$ cat src/rtl/game_round_controller.sv
// Session sequencer above the game master FSM: launches rounds,
// scores hits/misses, tracks lives and level, pauses between rounds.
module game_round_controller #(
  parameter int unsigned LIVES_INIT     = 3,
  parameter int unsigned HITS_PER_LEVEL = 4,
  parameter int unsigned MAX_LEVEL      = 7,
  parameter int unsigned PAUSE_WIDTH    = 24,
  parameter logic [PAUSE_WIDTH-1:0] PAUSE_CYCLES = 24'd12_500_000
) (
  input  logic        clk,
  input  logic        rst,
  input  logic        launch_key,
  input  logic        game_won,
  input  logic        end_of_game_timer_running,
  output logic        launch_out,
  output logic [15:0] target_count,
  output logic [2:0]  lives,
  output logic [2:0]  level,
  output logic        game_over,
  output logic        busy
);

  localparam int unsigned HW = $clog2(HITS_PER_LEVEL + 1);

  localparam logic [2:0] S_IDLE  = 3'd0;
  localparam logic [2:0] S_PLAY  = 3'd1;
  localparam logic [2:0] S_EVAL  = 3'd2;
  localparam logic [2:0] S_PAUSE = 3'd3;
  localparam logic [2:0] S_OVER  = 3'd4;

  localparam logic [HW-1:0] HIT_LAST = HW'(HITS_PER_LEVEL - 1);
  localparam logic [2:0] LVL_MAX   = 3'(MAX_LEVEL);
  localparam logic [2:0] LIVES_RST = 3'(LIVES_INIT);
  localparam logic [PAUSE_WIDTH-1:0] CNT_LOAD =
    PAUSE_CYCLES - PAUSE_WIDTH'(1);

  logic [2:0]             state_q, state_d;
  logic                   launch_q, launch_d;
  logic [15:0]            score_q, score_d;
  logic [2:0]             lives_q, lives_d;
  logic [2:0]             level_q, level_d;
  logic [HW-1:0]          hits_q, hits_d;
  logic [PAUSE_WIDTH-1:0] cnt_q, cnt_d;
  logic                   over_q, over_d;
  logic                   busy_q, busy_d;
  logic                   won_q, key_q, run_q;

  logic running;
  logic key_rise, run_rise, run_fall;

  assign running  = end_of_game_timer_running;
  assign key_rise = launch_key & ~key_q;
  assign run_rise = running & ~run_q;
  assign run_fall = ~running & run_q;

  always_comb begin
    state_d  = state_q;
    launch_d = 1'b0;
    score_d  = score_q;
    lives_d  = lives_q;
    level_d  = level_q;
    hits_d   = hits_q;
    cnt_d    = cnt_q;
    case (state_q)
      S_IDLE: begin
        if (key_rise) begin
          state_d  = S_PLAY;
          launch_d = 1'b1;
        end
      end
      S_PLAY: begin
        if (run_fall) state_d = S_EVAL;
      end
      S_EVAL: begin
        if (won_q) begin
          if (score_q != 16'hFFFF) score_d = score_q + 16'd1;
          if (hits_q == HIT_LAST) begin
            hits_d = '0;
            if (level_q < LVL_MAX) level_d = level_q + 3'd1;
          end else begin
            hits_d = hits_q + HW'(1);
          end
          state_d = S_PAUSE;
          cnt_d   = CNT_LOAD;
        end else if (lives_q == 3'd1) begin
          lives_d = 3'd0;
          state_d = S_OVER;
        end else begin
          lives_d = lives_q - 3'd1;
          state_d = S_PAUSE;
          cnt_d   = CNT_LOAD;
        end
      end
      S_PAUSE: begin
        if (cnt_q == '0) state_d = S_PLAY;
        else             cnt_d   = cnt_q - PAUSE_WIDTH'(1);
      end
      S_OVER: begin
        if (key_rise) begin
          score_d  = 16'd0;
          lives_d  = LIVES_RST;
          level_d  = 3'd0;
          hits_d   = '0;
          launch_d = 1'b1;
          state_d  = S_PLAY;
        end
      end
      default: state_d = S_IDLE;
    endcase
    // Register the pulse so it is high on the pause cycle that reads zero
    if (state_d == S_PAUSE && cnt_d == '0) launch_d = 1'b1;
    busy_d = (state_d == S_PLAY) || (state_d == S_EVAL) ||
             (state_d == S_PAUSE);
    over_d = (state_d == S_OVER);
  end

  always_ff @(posedge clk or posedge rst) begin
    if (rst) begin
      state_q  <= S_IDLE;
      launch_q <= 1'b0;
      score_q  <= 16'd0;
      lives_q  <= LIVES_RST;
      level_q  <= 3'd0;
      hits_q   <= '0;
      cnt_q    <= '0;
      over_q   <= 1'b0;
      busy_q   <= 1'b0;
      won_q    <= 1'b0;
      key_q    <= 1'b1;
      run_q    <= 1'b0;
    end else begin
      state_q  <= state_d;
      launch_q <= launch_d;
      score_q  <= score_d;
      lives_q  <= lives_d;
      level_q  <= level_d;
      hits_q   <= hits_d;
      cnt_q    <= cnt_d;
      over_q   <= over_d;
      busy_q   <= busy_d;
      key_q    <= launch_key;
      run_q    <= running;
      if (run_rise) won_q <= game_won;
    end
  end

  assign launch_out   = launch_q;
  assign target_count = score_q;
  assign lives        = lives_q;
  assign level        = level_q;
  assign game_over    = over_q;
  assign busy         = busy_q;

endmodule

$ cat config.mk
export PLATFORM = sky130hd
export DESIGN_NAME = game_round_controller
export DESIGN_NICKNAME = d
export VERILOG_FILES = /design/src/rtl/game_round_controller.sv
export SDC_FILE = /design/constraint.sdc
export NUM_CORES = 1
export LEC_CHECK = 0
export CORE_MARGIN = 2
export CORE_UTILIZATION = 30
export CTS_CLUSTER_SIZE = 8
export DETAILED_ROUTE_END_ITERATION = 8
export PLACE_DENSITY = 0.58
export SLEW_MARGIN = 20
export SYNTH_ARGS = -nofsm -noshare
export SYNTH_HDL_FRONTEND = slang
export SYNTH_SLANG_ARGS = --single-unit
$ cat constraint.sdc
create_clock -name clk -period 3 [get_ports clk]
set_input_delay 0.9 -clock clk [delete_from_list [all_inputs] [get_ports clk]]
set_output_delay 0.9 -clock clk [all_outputs]
set_load 0.02 [all_outputs]
==> results of run 1 <==
cells in the mapped netlist (all sizes together) (4+ instances only):
cell,number
inv,9
or4,4
ha,7
nand4,10
nor2,39
xnor2,5
a21oi,12
o21bai,4
a31oi,4
xor2,11
nor3,16
nand2,32
clkbuf,5
o21ai,23
and3,7
buf,4
nand3,19
dfrtp,55
nor4,11
mux2i,4
o31ai,5
power breakdown:
part           switching, mW  internal [mW]  leakage (nW)  total [mW]
Combinational          0.522          0.396         0.780       0.917
Clock                  0.318          0.514         0.117       0.832
Sequential             0.154          0.919         0.693        1.07
Total                  0.994           1.83          1.59        2.82
per-layer routing:
metal | up-vias | track usage
li1 | 1332 | -
met2 | 65 | 0.2138
met1 | 1295 | 0.1881
met3 | 16 | 0.03066
met4 | 0 | 0.05545
met5 | - | 0
worst max path at each step:
stage	depth (start not counted)	slack [ns]	start	to
final	7	0.10	cnt_q[7]$_DFF_PP0_	launch_out$_DFF_PP0_
after global routing	7	0.003	cnt_q[7]$_DFF_PP0_	launch_out$_DFF_PP0_
after CTS	7	0.10	cnt_q[7]$_DFF_PP0_	launch_out$_DFF_PP0_
after detailed placement	10	-0.03	launch_key	target_count[11]$_DFFE_PP0P_
after global placement	10	0.004	launch_key	target_count[11]$_DFFE_PP0P_
after floorplan	9	0.25	cnt_q[10]$_DFF_PP0_	launch_out$_DFF_PP0_
through the flow:
step	power, mW	std cells	TNS, ns	hold slack, ns	setup WS (ns)
finish	2.822	527	0	0.5012	0.1011
global route	3.000	527	0	0.5247	0.003064
CTS	2.852	527	0	0.5055	0.1047
detailed placement	2.000	511	-0.03722	0.4830	-0.02652
global placement	1.985	511	0	0.4732	0.004402
floorplan	1.652	334	0	0.4538	0.2513
flip-flops by register name, summed over array words and instances, names as in the netlist:
name / cells
cnt_q: 24
target_count: 16
hits_q: 3
level: 3
lives: 3
state_q: 3
busy: 1
game_over: 1
key_q: 1
launch_out: 1
run_q: 1
won_q: 1
cell type report:
type	count	area [um^2]
Clock inverter	4	73.82
Sequential cell	58	1455
Fill cell	1010	6292
Inverter	9	33.78
Clock buffer	12	155.1
Timing Repair Buffer	51	467.9
Multi-Input combinational cell	257	1583
Tap cell	136	170.2
logic make-up (layout without fill, tap and decap cells):
family / after synthesis / in the layout / synth area share
AO/OA/AOI/OAI: 66 / 66 / 0.1393
buffers and inverters: 19 / 76 / 0.03551
XOR/XNOR: 16 / 16 / 0.04469
AND/OR/NAND/NOR: 163 / 163 / 0.2722
flip-flops: 58 / 58 / 0.4641
adder cells (fa/ha/maj): 7 / 7 / 0.02793
multiplexers: 5 / 5 / 0.01636
worst max-delay path: stages, from the launching register on:
cell and delay, ns:
dfrtp_1 0.40, or4_1 0.61, or3_1 0.45, o21ai_4 0.31, nor2_2 0.10, a211o_1 0.29
or4b_1 0.50, o21bai_1 0.17
cell usage in the layout, fill, tap and decap left out, types with 3 or more instances in the layout:
master           count
dfrtp_1             55
nor2_1              38
nand2_1             32
clkdlybuf4s50_1     29
o21ai_0             22
buf_4               21
nand3_1             19
nor3_1              15
a21oi_1             12
xor2_1              11
clkbuf_8            11
nand4_1             10
nor4_1              10
inv_1                8
and3_1               7
ha_1                 7
xnor2_1              5
a31oi_1              4
mux2i_1              4
o31ai_1              4
o21bai_1             4
and2_1               3
and4_1               3
and2b_2              3
nand2b_1             3
or4_1                3
o311ai_0             3
dfstp_2              3
timing repair:
action	in CTS	in global routing
gates resized for setup	0	2
endpoints found under the hold margin	0	0
setup endpoints to repair	0	1
buffers inserted	0	0
==> impl_metrics.tcl, run 1 <==
set metrics [dict create \
    setup_viol 0 \
    firstDrtPassIters 4 \
    ys_ff_latch 58 \
    placed_area_um2 3696 \
    ys_warn_count 0 \
    async_flop_share 1.000 \
    end_kind "flip-flop" \
    wl_per_cell_um 13.95 \
    clk_pin_slew_worst_paths_ns 0.07 \
    grt.overflow.total 0 \
    fin_util 0.3850 \
    synthCells 334 \
    core-area_um2 10230 \
    p_per_area_nw_per_um2 716.5 \
    max_freq_mhz 345.0 \
    dr_wl_met2_um 3307 \
    yosys.area.top_type "dfrtp_1" \
    reg2reg_slack_ns 0.10 \
    die_w_um 106.2 \
    area_delta_synth_final_pct 25.62 \
    worstPathRequired_ns 3.26 \
    grt_max_degree 59 \
    antennaDiodeCount 0 \
    io_pins 30 \
    drive_gt1_frac 0.1432 \
    hp-start "hits_q[2]$_DFFE_PP0P_" \
    min_to "hits_q[2]$_DFFE_PP0P_" \
    track_usage 0.1384 \
    synthFlopType "dfrtp_1" \
    synth_fp_nets 346 \
    grt_first_pass_wirelength_um 12480 \
    place.gp.congestion 0.8400 \
    hold_viol_final 0 \
    rsz0062_at_grt "no" \
    hpwl_um 5209 \
    r2r_cells 7 \
    timing.setup.critical_path_class "flip-flop to flip-flop" \
    hp-class "flip-flop to flip-flop" \
    avgSynthCellArea_um2 9.388 \
    cts_tree "built" \
    power_leakage_nw 1.590 \
    drt_wl_total_um 7351 \
    syn_area_um2 3136 \
    floorplan.initialDensity 0.3065 \
    synth_top_area_frac 0.4389 \
    highest_layer "met4" \
    cts_made_buffers 9 \
    max_slew_margin 0.6466 \
    worst_skew_pair.late_latency_ns 0.34 \
    r2r-start "cnt_q[7]$_DFF_PP0_" \
    cts_hold_buf 0 \
    status "finished clean" \
    holdPathStages 1 \
    layout.nets 398 \
    drc 0 \
    cts_sinks 58 \
    clockBufferDepth 2 \
    grt_pass1_vias 2687 \
    cts.htree.levels 3 \
    vdd_drop_max_uv 411.8 \
    wl_met1_um 3547 \
    dieArea_um2 11290 \
    r2r-end "launch_out$_DFF_PP0_" \
    critPathMaxFanout 8 \
    cp.arrival_ns 3.16 \
    ys_seq_area_frac 0.4641 \
    viasPerCell 5.139 \
    fin_area_um2 3939 \
    synth_cell_types 57 \
    initialDrtViolationCount 185 \
    portBuffers 29 \
    root_buffer "clkbuf_8" \
    rows 37 \
    crit_path_start_kind "flip-flop" \
    tightestPinTransition_ns 0.5301 \
    final-max-slew-violation-count 0 \
    finalClockSkew_ns 0.01423 \
    fin_crit_sh 0.9663 \
    fin_crit_ns 2.899 \
    drtAntennaViolNets 0 \
    drv_cap 0 \
    synth-edff-count 0 \
    vias 2708 \
    synthTopCellsByArea "dfrtp_1 44%, nor2_1 4.5%, nand2_1 3.8%" \
    wl_met3_um 312 \
    grt_antenna_before_repair 0 \
    fp.dieH_um 106.2 \
]
(Power assumes the default switching activity.)
==> run 2, diff against run 1 <==
--- a/config.mk
+++ b/config.mk
@@ -5,6 +5,7 @@
 export SDC_FILE = /design/constraint.sdc
 export NUM_CORES = 1
 export LEC_CHECK = 0
+export CORE_ASPECT_RATIO = 1.1
 export CORE_MARGIN = 2
 export CORE_UTILIZATION = 30
 export CTS_CLUSTER_SIZE = 8
@@ -14,3 +15,4 @@
 export SYNTH_ARGS = -nofsm -noshare
 export SYNTH_HDL_FRONTEND = slang
 export SYNTH_SLANG_ARGS = --single-unit
+export TNS_END_PERCENT = 30
==> run 2 against run 1 <==
Against the previous run:
- wire length is 4.7% higher
- largest power group is now clock
- die area is essentially flat
- sequential cell count unchanged
- clock power up 42%
- maximum frequency grew 0.71%
- global-route usage grew 1.1 points
- final area rose by 3.7%
- worst hold slack worse by 0.0092 ns
- register-to-register slack improved by 0.02 ns
- utilization increased by 1.2 points
- combinational power increased by 4.4%
==> impl_metrics.tcl, run 2 (synthesis gave the netlist of run 1 again) <==
set metrics [dict create \
    layout.nets 400 \
    hold_viol_final 0 \
    grt_antenna_before_repair 0 \
    largest_register_ffs 24 \
    vdd_drop_max_uv 392.2 \
    rows 39 \
    root_buffer "clkbuf_16" \
    end_kind "flip-flop" \
    max_stage_delay_ns 0.62 \
    fin_area_um2 4084 \
    drv_cap 0 \
    fin_crit_sh 0.9595 \
    dp_slack_ns -0.05914 \
    tns_ns 0 \
    floorplan.initialDensity 0.3045 \
    final_common_cell "dfrtp_1" \
    clockBufferDepth 2 \
    crit_chain "or4_1 > or3_1 > o21ai_4 > nor2_2 > a211o_1 > or4b_1 > o21bai_1" \
    die_w_um 101.5 \
    clk_pin_slew_worst_paths_ns 0.05 \
    wl_per_cell_um 14.35 \
    place.gp.congestion 0.8749 \
    track_usage 0.1490 \
    drc 0 \
    regMostFlops "cnt_q" \
    cts_hold_buf 0 \
    io_pins 30 \
    p_per_area_nw_per_um2 782.2 \
    timing.setup.critical_path_class "flip-flop to flip-flop" \
    max_freq_mhz 347.4 \
    status "finished clean" \
    grt_first_pass_wirelength_um 13270 \
    antennaDiodeCount 0 \
    dieArea_um2 11290 \
    critPathMaxFanout 5 \
    finalClockSkew_ns 0.004094 \
    grt_max_degree 39 \
    cts_made_buffers 9 \
    power_leakage_nw 1.653 \
    grt_pass1_vias 2667 \
    holdWs_ns 0.4921 \
    grt.overflow.total 0 \
    initialDrtViolationCount 158 \
    tightestPinTransition_ns 0.4796 \
    worst_skew_pair.late_latency_ns 0.33 \
    drt_wl_total_um 7694 \
    setup_viol 0 \
    drtAntennaViolNets 0 \
    path_delay_family "simple AND/OR/NAND/NOR gates" \
    p_total_mw 3.194 \
    fin_crit_ns 2.879 \
    placed_area_um2 3720 \
    worstPathRequired_ns 3.25 \
    mostFrequentLayoutCells "55 x dfrtp_1, 38 x nor2_1, 32 x nand2_1, 29 x clkdlybuf4s50_1, 23 x buf_4" \
    cts_sinks 58 \
    firstDrtPassIters 4 \
    cts.htree.levels 3 \
    cts_tree "built" \
    hpwl_um 5483 \
    slowest_stage "or4_1" \
    fp.dieH_um 111.2 \
    max_slew_margin 0.6776 \
    viasPerCell 5.095 \
    crit_path_start_kind "flip-flop" \
    portBuffers 29 \
    critPathBufInv 0 \
    final-max-slew-violation-count 0 \
    drive_gt1_frac 0.1552 \
    core-area_um2 10300 \
    cp.arrival_ns 3.13 \
    area_delta_synth_final_pct 30.25 \
    vias 2731 \
    final.setup.worst_slack_ns 0.1215 \
    hp-class "flip-flop to flip-flop" \
]
run 2: cell count changes in the layout (fill, tap and decap cells not counted), sizes merged:
cell,before,now
buf,22,24
clkinv,2,1
clkbuf,12,13
run 2: report_power, final:
part	total, mW	internal, mW	switching, mW
Combinational	0.957	0.408	0.548
Sequential	1.06	0.921	0.140
Clock	1.18	0.818	0.358
Total	3.19	2.15	1.05
run 2: final cells by class:
cell class | count | area (um^2)
flip-flops and latches | 58 | 1455
fillers | 1022 | 6212
repair buffers | 53 | 483.0
clock buffers | 13 | 280.3
clock inverters | 3 | 68.82
inverters | 9 | 33.78
multi-input cells | 257 | 1584
well taps | 143 | 178.9
run 2: path summary, 6_finish.rpt:
kind / slack [ns] / cells after the start / from / end
min in group asynchronous: 0.92 / 2 / rst / target_count[9]$_DFFE_PP0P_
min: 0.49 / 1 / hits_q[2]$_DFFE_PP0P_ / hits_q[2]$_DFFE_PP0P_
min reg2reg: 0.49 / 1 / hits_q[2]$_DFFE_PP0P_ / hits_q[2]$_DFFE_PP0P_
max reg2reg: 0.12 / 7 / cnt_q[7]$_DFF_PP0_ / launch_out$_DFF_PP0_
max: 0.12 / 7 / cnt_q[7]$_DFF_PP0_ / launch_out$_DFF_PP0_
max in group asynchronous: 1.51 / 3 / rst / cnt_q[17]$_DFF_PP0_
run 2: layer usage:
metal / up-vias / GRT usage / share of wire
met4: 0 / 0.06216 / 0.030
met1: 1314 / 0.2037 / 0.46
met3: 22 / 0.03783 / 0.045
li1: 1331 / - / -
met5: - / 0 / 0
met2: 64 / 0.2225 / 0.46
run 2: repair_timing:
item                                   CTS  global route
resized for setup                        0             3
setup endpoints to repair                0             1
endpoints found under the hold margin    0             0
buffers inserted                         0             0
run 2: metrics by stage:
step,instances,utilization
after floorplan,334,-
after global placement,520,0.3613
after detailed placement,520,0.3613
after CTS,536,0.3952
after global routing,536,0.3966
final,536,0.3966
run 2: worst register-to-register path, cell delays in order, from the launching register on:
cell and delay (ns):
dfrtp_1 0.41, or4_1 0.62, or3_1 0.47, o21ai_4 0.27, nor2_2 0.10, a211o_1 0.28, or4b_1 0.49, o21bai_1 0.16
==> run 3, diff against run 2 <==
--- a/config.mk
+++ b/config.mk
@@ -5,12 +5,13 @@
 export SDC_FILE = /design/constraint.sdc
 export NUM_CORES = 1
 export LEC_CHECK = 0
+export ABC_AREA = 1
 export CORE_ASPECT_RATIO = 1.1
 export CORE_MARGIN = 2
-export CORE_UTILIZATION = 30
+export CORE_UTILIZATION = 58
 export CTS_CLUSTER_SIZE = 8
 export DETAILED_ROUTE_END_ITERATION = 8
-export PLACE_DENSITY = 0.58
+export PLACE_DENSITY = 0.91
 export SLEW_MARGIN = 20
 export SYNTH_ARGS = -nofsm -noshare
 export SYNTH_HDL_FRONTEND = slang
==> run 3 against run 2 <==
Against the previous run:
- die area fell by 39%
- cell count up 16%
- synthesized cell count grew 50%
- setup slack gained 0.41 ns
- utilization is 30 points higher
- combinational power rose by 60%
- global-route usage rose by 15 points
==> impl_metrics.tcl, run 3 <==
set metrics [dict create \
    path_delay_family "simple AND/OR/NAND/NOR gates" \
    cts_resized 0 \
    clk_pin_slew_worst_paths_ns 0.07 \
    crit_chain "clkdlybuf4s50_1 > inv_1 > nor2_1 > inv_1 > nand2_2 > o21ai_2 > nor2_4 > nand2_4 > nor2_2 > nand2_1 > nor2_1 > a21oi_1 > nor3_2" \
    final.setup.worst_slack_ns 0.5309 \
    worst_skew_pair.late_latency_ns 0.35 \
    layout.nets 551 \
    synthTopCellsByArea "dfrtp_1 38%, nand2_1 11%, nor2_1 7.5%" \
    place.gp.congestion 0.9393 \
    clockBufferDepth 2 \
    cts_hold_buf 0 \
    wl_per_cell_um 15.07 \
    yosys.area.top_type "dfrtp_1" \
    antennaDiodeCount 0 \
    drt_wl_total_um 9405 \
    synth_top_area_frac 0.3789 \
    grt_antenna_before_repair 0 \
    async_flop_share 1.000 \
    synthCells 500 \
    worstPathRequired_ns 3.28 \
    grt_pass1_vias 3600 \
    holdWs_ns 0.5280 \
    p_per_area_nw_per_um2 818.3 \
    synthFlopType "dfrtp_1" \
    status "finished clean" \
    synth_cell_types 38 \
    drv_cap 0 \
    postCtsSetupBuffers 0 \
    dp_slack_ns 0.2347 \
    vias 3530 \
    avgSynthCellArea_um2 7.264 \
    grt.overflow.total 0 \
    fin_crit_ns 2.469 \
    critPathBufInv 3 \
    fin_crit_sh 0.8230 \
    cts.htree.levels 3 \
    synth.most_common_cell "nand2_1" \
    hpwl_um 6872 \
    initialDrtViolationCount 291 \
    setup_viol 0 \
    vdd_drop_max_uv 487.0 \
    viasPerCell 5.657 \
    cts_sinks 58 \
    max_slew_margin 0.6334 \
    cts_tree "built" \
    nFillCells 480 \
    io_pins 30 \
    slowest_stage "clkdlybuf4s50_1" \
    drive_gt1_frac 0.1176 \
    hp-class "flip-flop to flip-flop" \
    final_common_cell "nand2_1" \
    critPathMaxFanout 10 \
    syn_area_um2 3632 \
    drc 0 \
    synth-edff-count 0 \
    track_usage 0.3002 \
    mostFrequentLayoutCells "108 x nand2_1, 73 x nor2_1, 69 x inv_1, 55 x dfrtp_1, 48 x nand3_1" \
    reg2reg_slack_ns 0.69 \
    drtAntennaViolNets 0 \
    crit_path_start_kind "primary input" \
    portBuffers 29 \
    grt_max_degree 37 \
    floorplan.initialDensity 0.5937 \
    dieArea_um2 6913 \
    root_buffer "clkbuf_8" \
    hold_viol_final 0 \
    die_w_um 79.46 \
    max_freq_mhz 405.0 \
    fp.dieH_um 87 \
    cts_made_buffers 9 \
    area_delta_synth_final_pct 16.53 \
    grt_first_pass_wirelength_um 16090 \
    ys_warn_count 0 \
    max_stage_delay_ns 0.48 \
    tightestPinTransition_ns 0.5492 \
    end_kind "flip-flop" \
    synthTopCellsByCount "108 x nand2_1, 73 x nor2_1, 70 x inv_1" \
    synth_fp_nets 512 \
    cp.arrival_ns 2.75 \
    timing.setup.critical_path_class "primary input to flip-flop" \
    rsz0062_at_grt "no" \
    core-area_um2 6118 \
    final-max-slew-violation-count 0 \
    power_leakage_nw 1.946 \
    largest_register_ffs 24 \
    firstDrtPassIters 5 \
    ys_ff_latch 58 \
    regMostFlops "cnt_q" \
    finalClockSkew_ns 0.003264 \
    rows 30 \
    ys_seq_area_frac 0.4006 \
    tns_ns 0 \
]
-- run 3: cell count changes after synthesis, moves of 8 or more --
| cell | previous run | this run |
|---|---|---|
| inv_1 | 9 | 70 |
| nand3_1 | 19 | 48 |
| nand2_1 | 32 | 108 |
| nor4_1 | 10 | 2 |
| o21ai_0 | 22 | 12 |
| nor2_1 | 38 | 73 |
-- run 3: report_power, final --
part / switching (mW) / internal [mW]
sequential: 0.211 / 0.984
clock: 0.355 / 0.381
combinational: 1.00 / 0.528
total: 1.57 / 1.89
-- run 3: stage by stage --
step	utilization	power [mW]	std cells	cell area (um^2)
after floorplan	-	2.210	500	3632
after global placement	0.6603	2.641	608	4040
after detailed placement	0.6603	2.708	608	4040
after CTS	0.6918	3.452	624	4233
after global routing	0.6918	3.696	624	4233
final	0.6918	3.464	624	4233
-- run 3: cells by family after synthesis --
kind of cell	share of synthesized area
simple gates	0.3693
buf+inv	0.09025
flops	0.4006
compound gates	0.08440
xor+xnor	0.03135
fa+ha+maj	0.02411
-- run 3: final timing paths --
kind	start	end	depth (start not counted)
setup / recovery	launch_key	target_count[8]$_DFFE_PP0P_	13
hold / removal	hits_q[0]$_DFFE_PP0P_	hits_q[0]$_DFFE_PP0P_	1
setup reg to reg	lives[1]$_DFFE_PP1P_	launch_out$_DFF_PP0_	13
hold reg to reg	hits_q[0]$_DFFE_PP0P_	hits_q[0]$_DFFE_PP0P_	1
max in group asynchronous	rst	lives[0]$_DFFE_PP1P_	3
min in group asynchronous	rst	cnt_q[20]$_DFF_PP0_	2
-- run 3: routing by layer --
metal	global-route usage	vias up	wire, um
li1	-	1679	-
met1	0.3443	1672	3714
met2	0.5218	142	4779
met3	0.04461	37	534
met4	0.1897	0	377
met5	0	-	0
-- run 3: layout make-up --
| cell class | count | area (um^2) | area share |
|---|---|---|---|
| Clock inverter | 7 | 68.82 | 0.01626 |
| Tap cell | 80 | 100.1 | 0.02365 |
| Timing Repair Buffer | 34 | 340.3 | 0.08040 |
| Clock buffer | 9 | 123.9 | 0.02926 |
| Sequential cell | 58 | 1455 | 0.3438 |
| Inverter | 78 | 295.3 | 0.06976 |
| Multi-Input combinational cell | 358 | 1849 | 0.4369 |
-- run 3: worst reg2reg max path, stage by stage, from the launching register on --
cell     delay [ns]
dfstp_2        0.55
inv_1          0.07
ha_1           0.18
nand2_1        0.26
nor2_1         0.14
nor2_1         0.36
o21ai_1        0.16
inv_1          0.08
nand2_1        0.05
nor2_1         0.10
nand2_1        0.08
nor2_1         0.10
nand2_1        0.06
nand2_1        0.06
